### config.mk
export PLATFORM = sky130hd
export DESIGN_NAME = fp_conv_arbiter
export DESIGN_NICKNAME = d
export VERILOG_FILES = /design/src/rtl/fp_conv_arbiter_pkg.sv /design/src/rtl/fp_half2int.sv /design/src/rtl/fp_int2half.sv /design/src/rtl/fp_rr_arb2.sv /design/src/rtl/fp_conv_arbiter.sv
export SDC_FILE = /design/constraint.sdc
export NUM_CORES = 1
export LEC_CHECK = 0
export ABC_CLOCK_PERIOD_IN_PS = 8900
export BUFFER_PORTS_ARGS = -buffer_cell sky130_fd_sc_hd__buf_2
export CORE_ASPECT_RATIO = 0.6
export CORE_MARGIN = 2
export CORE_UTILIZATION = 30
export DETAILED_ROUTE_END_ITERATION = 8
export PLACE_DENSITY_LB_ADDON = 0.05
export SYNTH_ARGS = -nofsm -noshare
export SYNTH_HDL_FRONTEND = slang
export SYNTH_SLANG_ARGS = --single-unit
### constraint.sdc
create_clock -name clk -period 8.9 [get_ports clk]
set_input_delay 1.335 -clock clk [delete_from_list [all_inputs] [get_ports clk]]
set_output_delay 1.335 -clock clk [all_outputs]
set_load 0.01 [all_outputs]
### src/rtl/fp_conv_arbiter_pkg.sv
// Shared floating-point definitions: the arbiter FSM states, the op encoding
// and the IEEE half-precision field layout used by the converters and the
// saturation logic.
package fp_conv_arbiter_pkg;

    typedef enum logic [1:0] {
        ST_IDLE = 2'd0,
        ST_BUSY = 2'd1,
        ST_DONE = 2'd2
    } state_t;

    // Operation encoding carried on rN_op
    localparam logic OP_I2H = 1'b0;   // unsigned integer -> half
    localparam logic OP_H2I = 1'b1;   // half -> unsigned integer

    // Half-precision field positions
    localparam int HALF_SIGN   = 15;
    localparam int HALF_EXP_HI = 14;
    localparam int HALF_EXP_LO = 10;
    localparam int HALF_MAN_HI = 9;
    localparam int HALF_MAN_LO = 0;

    localparam logic [4:0] EXP_MAX  = 5'd31;
    localparam logic [4:0] EXP_BIAS = 5'd15;

endpackage

### src/rtl/fp_half2int.sv
// IEEE half to unsigned 16-bit integer, truncating toward zero.
// Raw behaviour: the sign is ignored (magnitude is returned), subnormals and
// values below 1.0 give 0, and inf/NaN give 0.
module fp_half2int
    import fp_conv_arbiter_pkg::*;
(
    input  logic [15:0] half_in,
    output logic [15:0] int_out
);

    logic [4:0]  exp_f;
    logic [3:0]  sh;
    logic [25:0] sig;

    // Shift the significand left by the unbiased exponent and drop the fraction
    always_comb begin
        exp_f   = half_in[HALF_EXP_HI:HALF_EXP_LO];
        sh      = '0;
        sig     = '0;
        int_out = '0;
        if (exp_f >= EXP_BIAS && exp_f != EXP_MAX) begin
            sh      = 4'(exp_f - EXP_BIAS);
            sig     = {15'd0, 1'b1, half_in[HALF_MAN_HI:HALF_MAN_LO]} << sh;
            int_out = 16'(sig >> 10);
        end
    end

endmodule

### src/rtl/fp_int2half.sv
// Unsigned 16-bit integer to IEEE half, round-to-nearest-even.
// Values that round past the largest finite half (65504) become +inf.
module fp_int2half
    import fp_conv_arbiter_pkg::*;
(
    input  logic [15:0] int_in,
    output logic [15:0] half_out
);

    logic [3:0]  msb;
    logic [3:0]  sh4;
    logic [9:0]  man_exact;
    logic [11:0] keep;
    logic [15:0] low_mask;
    logic        guard;
    logic        sticky;
    logic        rnd;
    logic [11:0] sum;
    logic [4:0]  exp_f;

    // Normalise on the leading one, then round away the bits below the mantissa
    always_comb begin
        msb       = '0;
        sh4       = '0;
        man_exact = '0;
        keep      = '0;
        low_mask  = '0;
        guard     = 1'b0;
        sticky    = 1'b0;
        rnd       = 1'b0;
        sum       = '0;
        exp_f     = '0;
        half_out  = '0;
        for (int i = 0; i < 16; i++) begin
            if (int_in[i]) msb = 4'(i);
        end
        if (int_in != 16'd0) begin
            if (msb <= 4'd10) begin
                // Fits in the mantissa exactly, no rounding needed
                man_exact = 10'(int_in << (4'd10 - msb));
                half_out  = {1'b0, {1'b0, msb} + EXP_BIAS, man_exact};
            end else begin
                sh4      = msb - 4'd10;
                keep     = 12'(int_in >> sh4);
                guard    = int_in[sh4 - 4'd1];
                low_mask = (16'd1 << (sh4 - 4'd1)) - 16'd1;
                sticky   = |(int_in & low_mask);
                rnd      = guard & (sticky | keep[0]);
                sum      = keep + {11'd0, rnd};
                // A carry out of the rounding bumps the exponent; low bits are then 0
                exp_f    = {1'b0, msb} + EXP_BIAS + {4'd0, sum[11]};
                if (exp_f == EXP_MAX)
                    half_out = 16'h7C00;
                else
                    half_out = {1'b0, exp_f, 10'(sum)};
            end
        end
    end

endmodule

### src/rtl/fp_rr_arb2.sv
// Two-way round-robin grant. A lone request is granted; on contention the
// pointer decides. After any grant the pointer moves to the other requester.
module fp_rr_arb2 (
    input  logic       clk,
    input  logic       rst_n,
    input  logic       en,
    input  logic [1:0] req,
    output logic [1:0] gnt
);

    logic ptr_reg;
    logic ptr_next;

    genvar gi;
    generate
        for (gi = 0; gi < 2; gi++) begin : g_gnt
            assign gnt[gi] = en & req[gi] & (~req[1-gi] | (ptr_reg == 1'(gi)));
        end
    endgenerate

    // Point at the requester that was not just served
    always_comb begin
        ptr_next = ptr_reg;
        if (gnt[0])
            ptr_next = 1'b1;
        else if (gnt[1])
            ptr_next = 1'b0;
    end

    // Pointer register, cleared to requester 0 on reset
    always_ff @(posedge clk or negedge rst_n) begin
        if (!rst_n)
            ptr_reg <= 1'b0;
        else
            ptr_reg <= ptr_next;
    end

endmodule

### src/rtl/fp_conv_arbiter.sv
// Two-requester arbiter in front of a shared int<->half converter pair.
// One request is in flight at a time: accept, wait CONV_LAT cycles, hold the
// response until the consumer takes it.
// Optional macro FP_CONV_SAT_EN: clamp half-to-int results (negative nonzero
// -> 0, inf/NaN -> 16'hFFFF) and flag the clamp on rsp_sat.
module fp_conv_arbiter #(
    parameter int CONV_LAT = 2
) (
    input  logic        clk,
    input  logic        rst_n,
    input  logic        r0_valid,
    output logic        r0_ready,
    input  logic        r0_op,
    input  logic [15:0] r0_data,
    input  logic        r1_valid,
    output logic        r1_ready,
    input  logic        r1_op,
    input  logic [15:0] r1_data,
    output logic        rsp_valid,
    input  logic        rsp_ready,
    output logic        rsp_id,
    output logic [15:0] rsp_data,
    output logic        rsp_sat
);

    import fp_conv_arbiter_pkg::*;

    localparam logic [2:0] CNT_INIT = 3'(CONV_LAT - 1);

    state_t      state_reg, state_next;
    logic [2:0]  cnt_reg, cnt_next;
    logic        op_reg, op_next;
    logic [15:0] opnd_reg, opnd_next;
    logic        id_reg, id_next;

    logic [1:0]  req;
    logic [1:0]  gnt;
    logic        arb_en;
    logic [15:0] i2h_res;
    logic [15:0] h2i_res;
    logic [15:0] conv_res;
    logic        conv_sat;

    // Ready is only offered in IDLE and never while reset is held
    assign req    = {r1_valid, r0_valid};
    assign arb_en = (state_reg == ST_IDLE) && rst_n;

    fp_rr_arb2 u_arb (
        .clk   (clk),
        .rst_n (rst_n),
        .en    (arb_en),
        .req   (req),
        .gnt   (gnt)
    );

    assign r0_ready = gnt[0];
    assign r1_ready = gnt[1];

    // Both converters look only at the captured operand
    fp_int2half u_i2h (
        .int_in   (opnd_reg),
        .half_out (i2h_res)
    );

    fp_half2int u_h2i (
        .half_in (opnd_reg),
        .int_out (h2i_res)
    );

`ifdef FP_CONV_SAT_EN
    // Select by captured op, clamping out-of-range half-to-int inputs
    always_comb begin
        conv_res = i2h_res;
        conv_sat = 1'b0;
        case (op_reg)
            OP_I2H: conv_res = i2h_res;
            OP_H2I: begin
                conv_res = h2i_res;
                if (opnd_reg[HALF_SIGN] && (opnd_reg[HALF_SIGN-1:0] != 15'd0)) begin
                    conv_res = 16'h0000;
                    conv_sat = 1'b1;
                end else if (opnd_reg[HALF_EXP_HI:HALF_EXP_LO] == EXP_MAX) begin
                    conv_res = 16'hFFFF;
                    conv_sat = 1'b1;
                end
            end
            default: conv_res = i2h_res;
        endcase
    end
`else
    // Select by captured op; raw converter output, never saturated
    always_comb begin
        conv_res = i2h_res;
        case (op_reg)
            OP_I2H:  conv_res = i2h_res;
            OP_H2I:  conv_res = h2i_res;
            default: conv_res = i2h_res;
        endcase
    end
    assign conv_sat = 1'b0;
`endif

    // Next-state: accept and capture in IDLE, count down in BUSY, wait for consumer in DONE
    always_comb begin
        state_next = state_reg;
        cnt_next   = cnt_reg;
        op_next    = op_reg;
        opnd_next  = opnd_reg;
        id_next    = id_reg;
        case (state_reg)
            ST_IDLE: begin
                if (|gnt) begin
                    state_next = ST_BUSY;
                    cnt_next   = CNT_INIT;
                    id_next    = gnt[1];
                    op_next    = gnt[1] ? r1_op   : r0_op;
                    opnd_next  = gnt[1] ? r1_data : r0_data;
                end
            end
            ST_BUSY: begin
                if (cnt_reg == 3'd0)
                    state_next = ST_DONE;
                else
                    cnt_next = cnt_reg - 3'd1;
            end
            ST_DONE: begin
                if (rsp_ready)
                    state_next = ST_IDLE;
            end
            default: state_next = ST_IDLE;
        endcase
    end

    // State and captured request; reset discards anything in flight
    always_ff @(posedge clk or negedge rst_n) begin
        if (!rst_n) begin
            state_reg <= ST_IDLE;
            cnt_reg   <= 3'd0;
            op_reg    <= 1'b0;
            opnd_reg  <= 16'd0;
            id_reg    <= 1'b0;
        end else begin
            state_reg <= state_next;
            cnt_reg   <= cnt_next;
            op_reg    <= op_next;
            opnd_reg  <= opnd_next;
            id_reg    <= id_next;
        end
    end

    // Response is driven only in DONE and forced to zero otherwise
    assign rsp_valid = (state_reg == ST_DONE);
    assign rsp_id    = rsp_valid & id_reg;
    assign rsp_data  = rsp_valid ? conv_res : 16'd0;
    assign rsp_sat   = rsp_valid & conv_sat;

endmodule

==> results of run 1 <==
## critical path, stage by stage (launching register included)
cell and delay [ns]:
dfrtp_1 0.61, or4_4 0.65, o21ai_2 0.35, inv_1 0.25, ha_1 0.40, xor2_1 0.61, o21ai_0 0.16, mux4_2 0.50
o21ai_1 0.11, o31ai_1 0.16, nand4bb_1 0.22, buf_4 0.18, nor4_1 0.33, xor2_1 0.22, ha_1 0.19, ha_1 0.24
and3_1 0.19, a41oi_1 0.36, nand2_2 0.18, or3_1 0.35, or4_1 0.39, o211ai_1 0.08, buf_2 0.15
## layout make-up
cell class	count	area share (%)
Multi-Input combinational cell	564	71.18
Sequential cell	24	11.55
Clock buffer	3	1.443
Tap cell	203	4.883
Clock inverter	1	0.5773
Inverter	28	2.045
Timing Repair Buffer	77	8.323
## timing repair
action,CTS,global route
resized for setup,0,1
buffers inserted,0,0
setup endpoints to repair,0,1
hold endpoints to repair,0,0
## kinds of logic after synthesis
group | after synthesis | synth area share, %
compound gates | 215 | 32.12
xor+xnor | 20 | 3.762
fa+ha+maj | 25 | 6.719
buf+inv | 82 | 7.659
flops | 24 | 12.90
mux | 34 | 8.385
other cells | 1 | 0.08055
simple gates | 269 | 28.38
## stage by stage
step | worst slack (ns) | cell area [sq um]
floorplan | 1.776 | 4656
global placement | 1.003 | 5092
detailed placement | 0.8599 | 5092
CTS | 0.5171 | 5197
global route | 0.02120 | 5201
finish | 0.3961 | 5201
## Yosys cell counts (12+ instances only)
| library cell | count | area, sq um |
|---|---|---|
| dfrtp_1 | 24 | 600.6 |
| nor3_1 | 12 | 60.06 |
| o22ai_1 | 15 | 93.84 |
| a31oi_1 | 25 | 156.4 |
| nor2_1 | 77 | 289.0 |
| ha_1 | 25 | 312.8 |
| a21oi_1 | 39 | 195.2 |
| mux2i_1 | 24 | 240.2 |
| clkbuf_1 | 35 | 131.4 |
| o21ai_0 | 39 | 195.2 |
| nand2_1 | 86 | 322.8 |
| inv_1 | 24 | 90.09 |
| nand3_1 | 16 | 80.08 |
## placed cells by master, fill, tap and decap left out, types with 4 or more instances in the layout
cell type / Yosys / final
nand2_1: 86 / 86
nor2_1: 77 / 77
buf_2: 8 / 58
o21ai_0: 39 / 39
a21oi_1: 39 / 39
a31oi_1: 25 / 25
ha_1: 25 / 25
inv_1: 24 / 24
mux2i_1: 24 / 24
dfrtp_1: 24 / 24
buf_4: 4 / 19
nand3_1: 16 / 16
o22ai_1: 15 / 15
nor3_1: 12 / 12
xor2_1: 11 / 11
a211oi_1: 9 / 9
o211ai_1: 9 / 9
nand4_1: 9 / 9
xnor2_1: 9 / 9
nor2b_1: 7 / 7
nor4_1: 7 / 7
a221oi_1: 7 / 7
o31ai_1: 7 / 7
or4_1: 7 / 7
or3_1: 6 / 6
mux2_2: 6 / 6
nand2b_1: 6 / 6
a22oi_1: 6 / 6
o2111ai_1: 6 / 6
and2_1: 6 / 6
nor3b_1: 6 / 6
and3_1: 4 / 4
## how the worst max path moves through the flow
| stage | from | to | slack [ns] |
|---|---|---|---|
| final | opnd_reg[9] | rsp_data[7] | 0.40 |
| after CTS | opnd_reg[12] | rsp_data[7] | 0.52 |
| after floorplan | opnd_reg[11] | rsp_data[7] | 1.78 |
| after detailed placement | opnd_reg[12] | rsp_data[7] | 0.86 |
| after global placement | opnd_reg[12] | rsp_data[7] | 1.00 |
| after global routing | opnd_reg[9] | rsp_data[7] | 0.02 |
## layer usage
layer,routed length (um),up-vias
li1,-,2544
met1,9827,2642
met2,7356,273
met3,1922,16
met4,159,0
met5,0,-
==> metrics.csv, run 1 <==
stage;metric;value;unit
floorplanning;coreArea;15240;sq um
critical_path;worstReg2RegEnd;cnt_reg[1];
critical_path;worstSetupEndpointType;output port;
global_route;grt_pass1_wl;30180;um
sta;max_freq;0.1176;GHz
flow_run;max-cap-violations;0;
route;drt-total-wl;19270;um
route;first_pass_iters;5;
floorplanning;initial_core_util;30.55;%
critical_path;ff2ff_path_depth;7;
floorplanning;die_w;164.8;um
layout;nNetsFinal;762;
critical_path;r2r-start;state_reg[0];
route;ant_nets;0;
logic_synthesis;ys_types;88;
layout;antennaDiodeCount;0;
placement;dpl.cell_count;896;
placement;hpwl;15110;um
layout;seqCellArea;600.6;sq um
sta;whs;0.4774;ns
global_route;use_met2;32.57;%
critical_path;critPathMaxFanout;16;
logic_synthesis;async_flop_share;100.0;%
global_route;antenna_found_initial;0;
sta;setup_viol;0;
layout;stdcell_count;900;
placement;place.gp.congestion;0.9470;
logic_synthesis;synth_edf_count;0;
hold_path;hold_depth;2;
critical_path;required;7.57;ns
sta;rsz0062_at_grt;no;
critical_path;worstPathArrival;7.17;ns
hold_path;hold_path.class;flip-flop to flip-flop;
layout;syn_to_final_growth;11.72;%
placement;io_buffers;58;
floorplanning;io_pins;60;
logic_synthesis;syn_area;4656;sq um
route;routedWlPerCell;21.41;um
sta;relSlewSlack;32.88;%
floorplanning;die-height;100.5;um
hold_path;min_to;id_reg;
global_route;top_usage_layer;met1;
floorplanning;die_area;16560;sq um
layout;multi_input_area;3702;sq um
sta;fin_skew;0.002897;ns
route;drc;0;
sta;finalMaxSlewViolations;0;
sta;hold_viol;0;
critical_path;r2r_slack;6.68;ns
logic_synthesis;yosysSeqAreaShare;12.90;%
logic_synthesis;ys.flop_type;dfrtp_1;
cts;clock_path_buffers;2;
cts;root_buffer;clkbuf_16;
layout;utilization;34.13;%
sta;finalSetupTns;0;ns
global_route;grt_max_degree;39;
route;drt_iter0_drc;635;
cts;numClockSinks;24;
critical_path;critical_path_class;flip-flop to output port;
cts;hold_buffers;0;
status;status;completed;
sta;tightest_slew;0.9997;ns
floorplanning;rows;35;
logic_synthesis;ys_ff_latch;24;
global_route;grt_usage;23.63;%
layout;final_layout_size_suffix_gt1_share;16.50;%
critical_path;start_kind;flip-flop;
cts;insertion_delay;0.26;ns
cts;clk_pin_slew_worst_paths;0.06;ns
layout;largest_reg_flops;16;
sta;fin_crit_sh;95.55;%
global_route;overflow;0;
cts;cts_max_level;1;
global_route;grt_pass1_vias;5099;
cts;cts_tree;done;
layout;fill_cells;1685;
logic_synthesis;synthCells;670;
logic_synthesis;yosysWarnings;0;
route;via_per_inst;6.083;
route;dr_total_vias;5475;
global_route;use_met3;5.019;%
hold_path;min_from;id_reg;
logic_synthesis;syn_area_per_cell;6.949;sq um
cts;cts_inserted_buffers;3;
sta;fin_crit;8.504;ns
global_route;grtUsageMet1;37.58;%
logic_synthesis;synth_fp_nets;734;
Power of run 1 is not shown: default switching activity piles up to over one toggle a cycle in this logic, so the estimate is an artifact.
==> run 2: changes to the inputs <==
CORE_UTILIZATION = 60   (was 30)
==> metrics.csv, run 2 (same netlist as run 1, synthesis figures left out) <==
stage;metric;value;unit
route;first_pass_iters;7;
sta;finalSetupTns;0;ns
status;status;completed;
cts;insertion_delay;0.27;ns
cts;numClockSinks;24;
layout;final_layout_size_suffix_gt1_share;15.65;%
route;drt_iter0_drc;943;
sta;finalMaxSlewViolations;0;
route;ant_nets;0;
sta;fin_crit_sh;95.12;%
cts;cts_tree;done;
sta;fin_crit;8.465;ns
floorplanning;coreArea;7387;sq um
layout;final_common_cell;nand2_1;
hold_path;hold_path.class;flip-flop to flip-flop;
critical_path;required;7.57;ns
layout;final_cell_mix;nand2_1, nor2_1, buf_2, o21ai_0, a21oi_1;
global_route;grt_max_degree;38;
sta;fin_skew;0.005609;ns
critical_path;r2r_slack;6.08;ns
floorplanning;io_pins;60;
sta;relSlewSlack;38.66;%
cts;clock_path_buffers;2;
route;drt-total-wl;16780;um
cts;clk_pin_slew_worst_paths;0.06;ns
critical_path;worstSetupEndpointType;output port;
route;routedWlPerCell;21.13;um
sta;hold_viol;0;
sta;max_freq;0.1181;GHz
sta;tightest_slew;0.9169;ns
placement;place.gp.congestion;1.037;
floorplanning;die_area;8504;sq um
layout;antennaDiodeCount;0;
cts;root_buffer;clkbuf_16;
global_route;overflow;0;
floorplanning;die_w;117.7;um
global_route;grt_pass1_wl;26920;um
floorplanning;die-height;72.24;um
floorplanning;rows;24;
placement;io_buffers;58;
route;dr_total_vias;5632;
route;via_per_inst;7.093;
placement;hpwl;12790;um
layout;largest_reg_flops;16;
global_route;antenna_found_initial;0;
flow_run;max-cap-violations;0;
critical_path;critPathMaxFanout;15;
global_route;grt_usage;39.62;%
critical_path;worstPathArrival;7.13;ns
route;drc;0;
layout;nNetsFinal;755;
floorplanning;initial_core_util;63.03;%
sta;rsz0062_at_grt;no;
cts;hold_buffers;0;
sta;setup_viol;0;
cts;cts_inserted_buffers;3;
critical_path;start_kind;flip-flop;
global_route;grt_pass1_vias;5076;
cts;cts_max_level;1;
critical_path;critical_path_class;flip-flop to output port;
layout;syn_to_final_growth;8.009;%
[run 2: critical path: stages (launching register included)]
cell       delay [ns]
dfrtp_1          0.58
or4_4            0.66
o21ai_2          0.32
inv_1            0.25
ha_1             0.35
or3_1            0.44
nand2_1          0.29
a21oi_1          0.24
o21ai_1          0.21
o31ai_1          0.16
nand4bb_1        0.41
nor4_1           0.43
xor2_1           0.31
ha_1             0.23
ha_1             0.24
and3_1           0.20
a41oi_1          0.34
nand2_2          0.17
or3_1            0.35
or4_1            0.41
o211ai_1         0.10
buf_2            0.16
[run 2: area by class of cell]
type                            instances  area (sq um)
Multi-Input combinational cell        564          3706
Clock buffer                            3         75.07
Sequential cell                        24         600.6
Inverter                               28         106.4
Fill cell                             628          2359
Tap cell                              104         130.1
Clock inverter                          1         30.03
Timing Repair Buffer                   70         380.4
[run 2: final timing paths]
| kind | start | endpoint | depth (start not counted) |
|---|---|---|---|
| max | opnd_reg[11] | rsp_data[7] | 21 |
| min | id_reg | id_reg | 2 |
| max reg2reg | state_reg[0] | cnt_reg[1] | 6 |
| min reg2reg | id_reg | id_reg | 2 |
| max in group asynchronous | rst_n | opnd_reg[11] | 1 |
| min in group asynchronous | rst_n | opnd_reg[1] | 1 |
[run 2: routing by layer]
metal / up-vias / track usage (%) / part of all wire, %
met4: 0 / 8.166 / 2.1
met5: - / 0 / 0
li1: 2533 / - / -
met3: 55 / 11.95 / 17
met1: 2565 / 58.55 / 43
met2: 479 / 56.65 / 38
[run 2: timing repair]
item / 4_1_cts / 5_1_grt
resized for setup: 0 / 1
endpoints found under the setup margin: 0 / 1
setup buffers: 0 / 0
[run 2: per-stage QoR]
| stage | cells | hold slack [ns] | worst slack [ns] | cell area (sq um) | util (%) |
|---|---|---|---|---|---|
| floorplan | 670 | 0.4387 | 1.776 | 4656 | - |
| global placement | 790 | 0.4566 | 1.052 | 4916 | 66.55 |
| detailed placement | 790 | 0.4599 | 0.8023 | 4916 | 66.55 |
| CTS | 794 | 0.4756 | 0.4914 | 5021 | 67.97 |
| global route | 794 | 0.5129 | 0.06769 | 5029 | 68.07 |
| finish | 794 | 0.4717 | 0.4347 | 5029 | 68.07 |
Power of run 2 is left out for the same reason.
==> run 3: changes to the inputs <==
CELL_PAD_IN_SITES_DETAIL_PLACEMENT = 0   (was not set)
CELL_PAD_IN_SITES_GLOBAL_PLACEMENT = 2   (was not set)
CORE_UTILIZATION = 34   (was 60)
==> metrics.csv, run 3 (same netlist as run 1, synthesis figures left out) <==
stage;metric;value;unit
cts;hold_buffers;0;
floorplanning;die-height;94.64;um
cts;root_buffer;clkbuf_16;
layout;final_cell_area;5162;sq um
critical_path;start_kind;flip-flop;
cts;cts_tree;done;
floorplanning;coreArea;13500;sq um
route;drt-total-wl;18840;um
cts;clk_pin_slew_worst_paths;0.07;ns
global_route;grt_usage;25.59;%
route;first_pass_iters;7;
layout;final_common_cell;nand2_1;
hold_path;hold_path.class;flip-flop to flip-flop;
cts;cts_max_level;1;
route;drt_iter0_drc;496;
layout;final_layout_size_suffix_gt1_share;16.38;%
critical_path;required;7.57;ns
critical_path;worstPathArrival;7.05;ns
cts;clock_path_buffers;2;
sta;fin_crit;8.384;ns
critical_path;r2r-start;state_reg[0];
route;highest_layer;met4;
critical_path;critical_path_class;flip-flop to output port;
route;met1_length;9504;um
layout;final_cell_mix;nand2_1, nor2_1, buf_2, o21ai_0, a21oi_1;
layout;largest_reg_flops;16;
route;via_per_inst;6.210;
placement;dp_worst_setup_slack;0.7108;ns
hold_path;min_from;id_reg;
sta;fin_crit_sh;94.20;%
placement;hpwl;14730;um
layout;syn_to_final_growth;10.88;%
route;wl_met2;7285;um
sta;tightest_slew;0.9803;ns
cts;insertion_delay;0.26;ns
critical_path;critPathMaxFanout;16;
floorplanning;rows;33;
global_route;grt_max_degree;39;
layout;nNetsFinal;761;
floorplanning;io_pins;60;
critical_path;worstSetupEndpointType;output port;
placement;place.gp.congestion;0.9249;
sta;fin_ws;0.5163;ns
global_route;grt_pass1_wl;29190;um
critical_path;startpoint;opnd_reg[12];
cts;numClockSinks;24;
sta;rsz0062_at_grt;no;
sta;finalMaxSlewViolations;0;
layout;multi_input_area;3706;sq um
route;met3WireLength;1817;um
route;ant_nets;0;
status;status;completed;
sta;setup_viol;0;
layout;seqCellArea;600.6;sq um
sta;max_freq;0.1193;GHz
route;dr_total_vias;5409;
flow_run;max-cap-violations;0;
layout;fill_cells;1465;
route;drc;0;
sta;hold_viol;0;
placement;io_buffers;58;
floorplanning;die_w;155.1;um
route;routedWlPerCell;21.63;um
floorplanning;initial_core_util;34.48;%
global_route;overflow;0;
placement;placement.cell_area;5050;sq um
sta;finalSetupTns;0;ns
cts;cts_inserted_buffers;3;
floorplanning;die_area;14680;sq um
global_route;grt_pass1_vias;5061;
sta;fin_skew;0.002868;ns
global_route;antenna_found_initial;0;
layout;antennaDiodeCount;0;
sta;relSlewSlack;34.65;%
-- run 3: area by class of cell --
type,instances,share of cell area (%)
Multi-Input combinational cell,564,71.79
Sequential cell,24,11.63
Timing Repair Buffer,76,8.240
Tap cell,175,4.241
Inverter,28,2.060
Clock buffer,3,1.454
Clock inverter,1,0.5817
-- run 3: through the flow --
stage | util (%) | hold slack, ns | cells
after floorplan | - | 0.4387 | 670
after global placement | 37.40 | 0.4573 | 867
after detailed placement | 37.40 | 0.4750 | 867
after CTS | 38.18 | 0.4905 | 871
after global routing | 38.24 | 0.5171 | 871
final | 38.24 | 0.4785 | 871
-- run 3: repair_timing --
action	in CTS	in global routing
setup endpoints to repair	0	1
resized for setup	0	1
setup buffers	0	0
-- run 3: worst max-delay path, cell delays in order, from the launching register on --
cell and delay (ns):
dfrtp_1 0.56, nor2b_1 0.24, o21bai_1 0.66, o211a_4 0.46
clkinv_2 0.12, ha_1 0.25, xnor2_2 0.48, a21oi_1 0.16
mux4_2 0.48, o21ai_1 0.09, o31ai_1 0.16, nand4bb_1 0.38
nor4_1 0.42, xor2_1 0.11, ha_1 0.21, ha_1 0.28
and3_1 0.19, a41oi_1 0.35, nand2_2 0.16, or3_1 0.36
or4_1 0.41, o211ai_1 0.09, buf_2 0.15
-- run 3: worst paths after layout --
kind | end | slack [ns] | cells after the start
worst max-delay path | rsp_data[7] | 0.52 | 22
worst min-delay path | id_reg | 0.48 | 2
worst max register to register | cnt_reg[1] | 6.23 | 6
worst min register to register | id_reg | 0.48 | 2
max in group asynchronous | opnd_reg[6] | 7.45 | 1
min in group asynchronous | opnd_reg[13] | 1.07 | 1
-- run 3: metal layers --
layer | GRT usage [%] | vias to the layer above
met1 | 39.33 | 2570
met5 | 0 | -
met4 | 3.858 | 0
met2 | 36.48 | 266
li1 | - | 2551
met3 | 5.645 | 22
Power of run 3 is left out for the same reason.
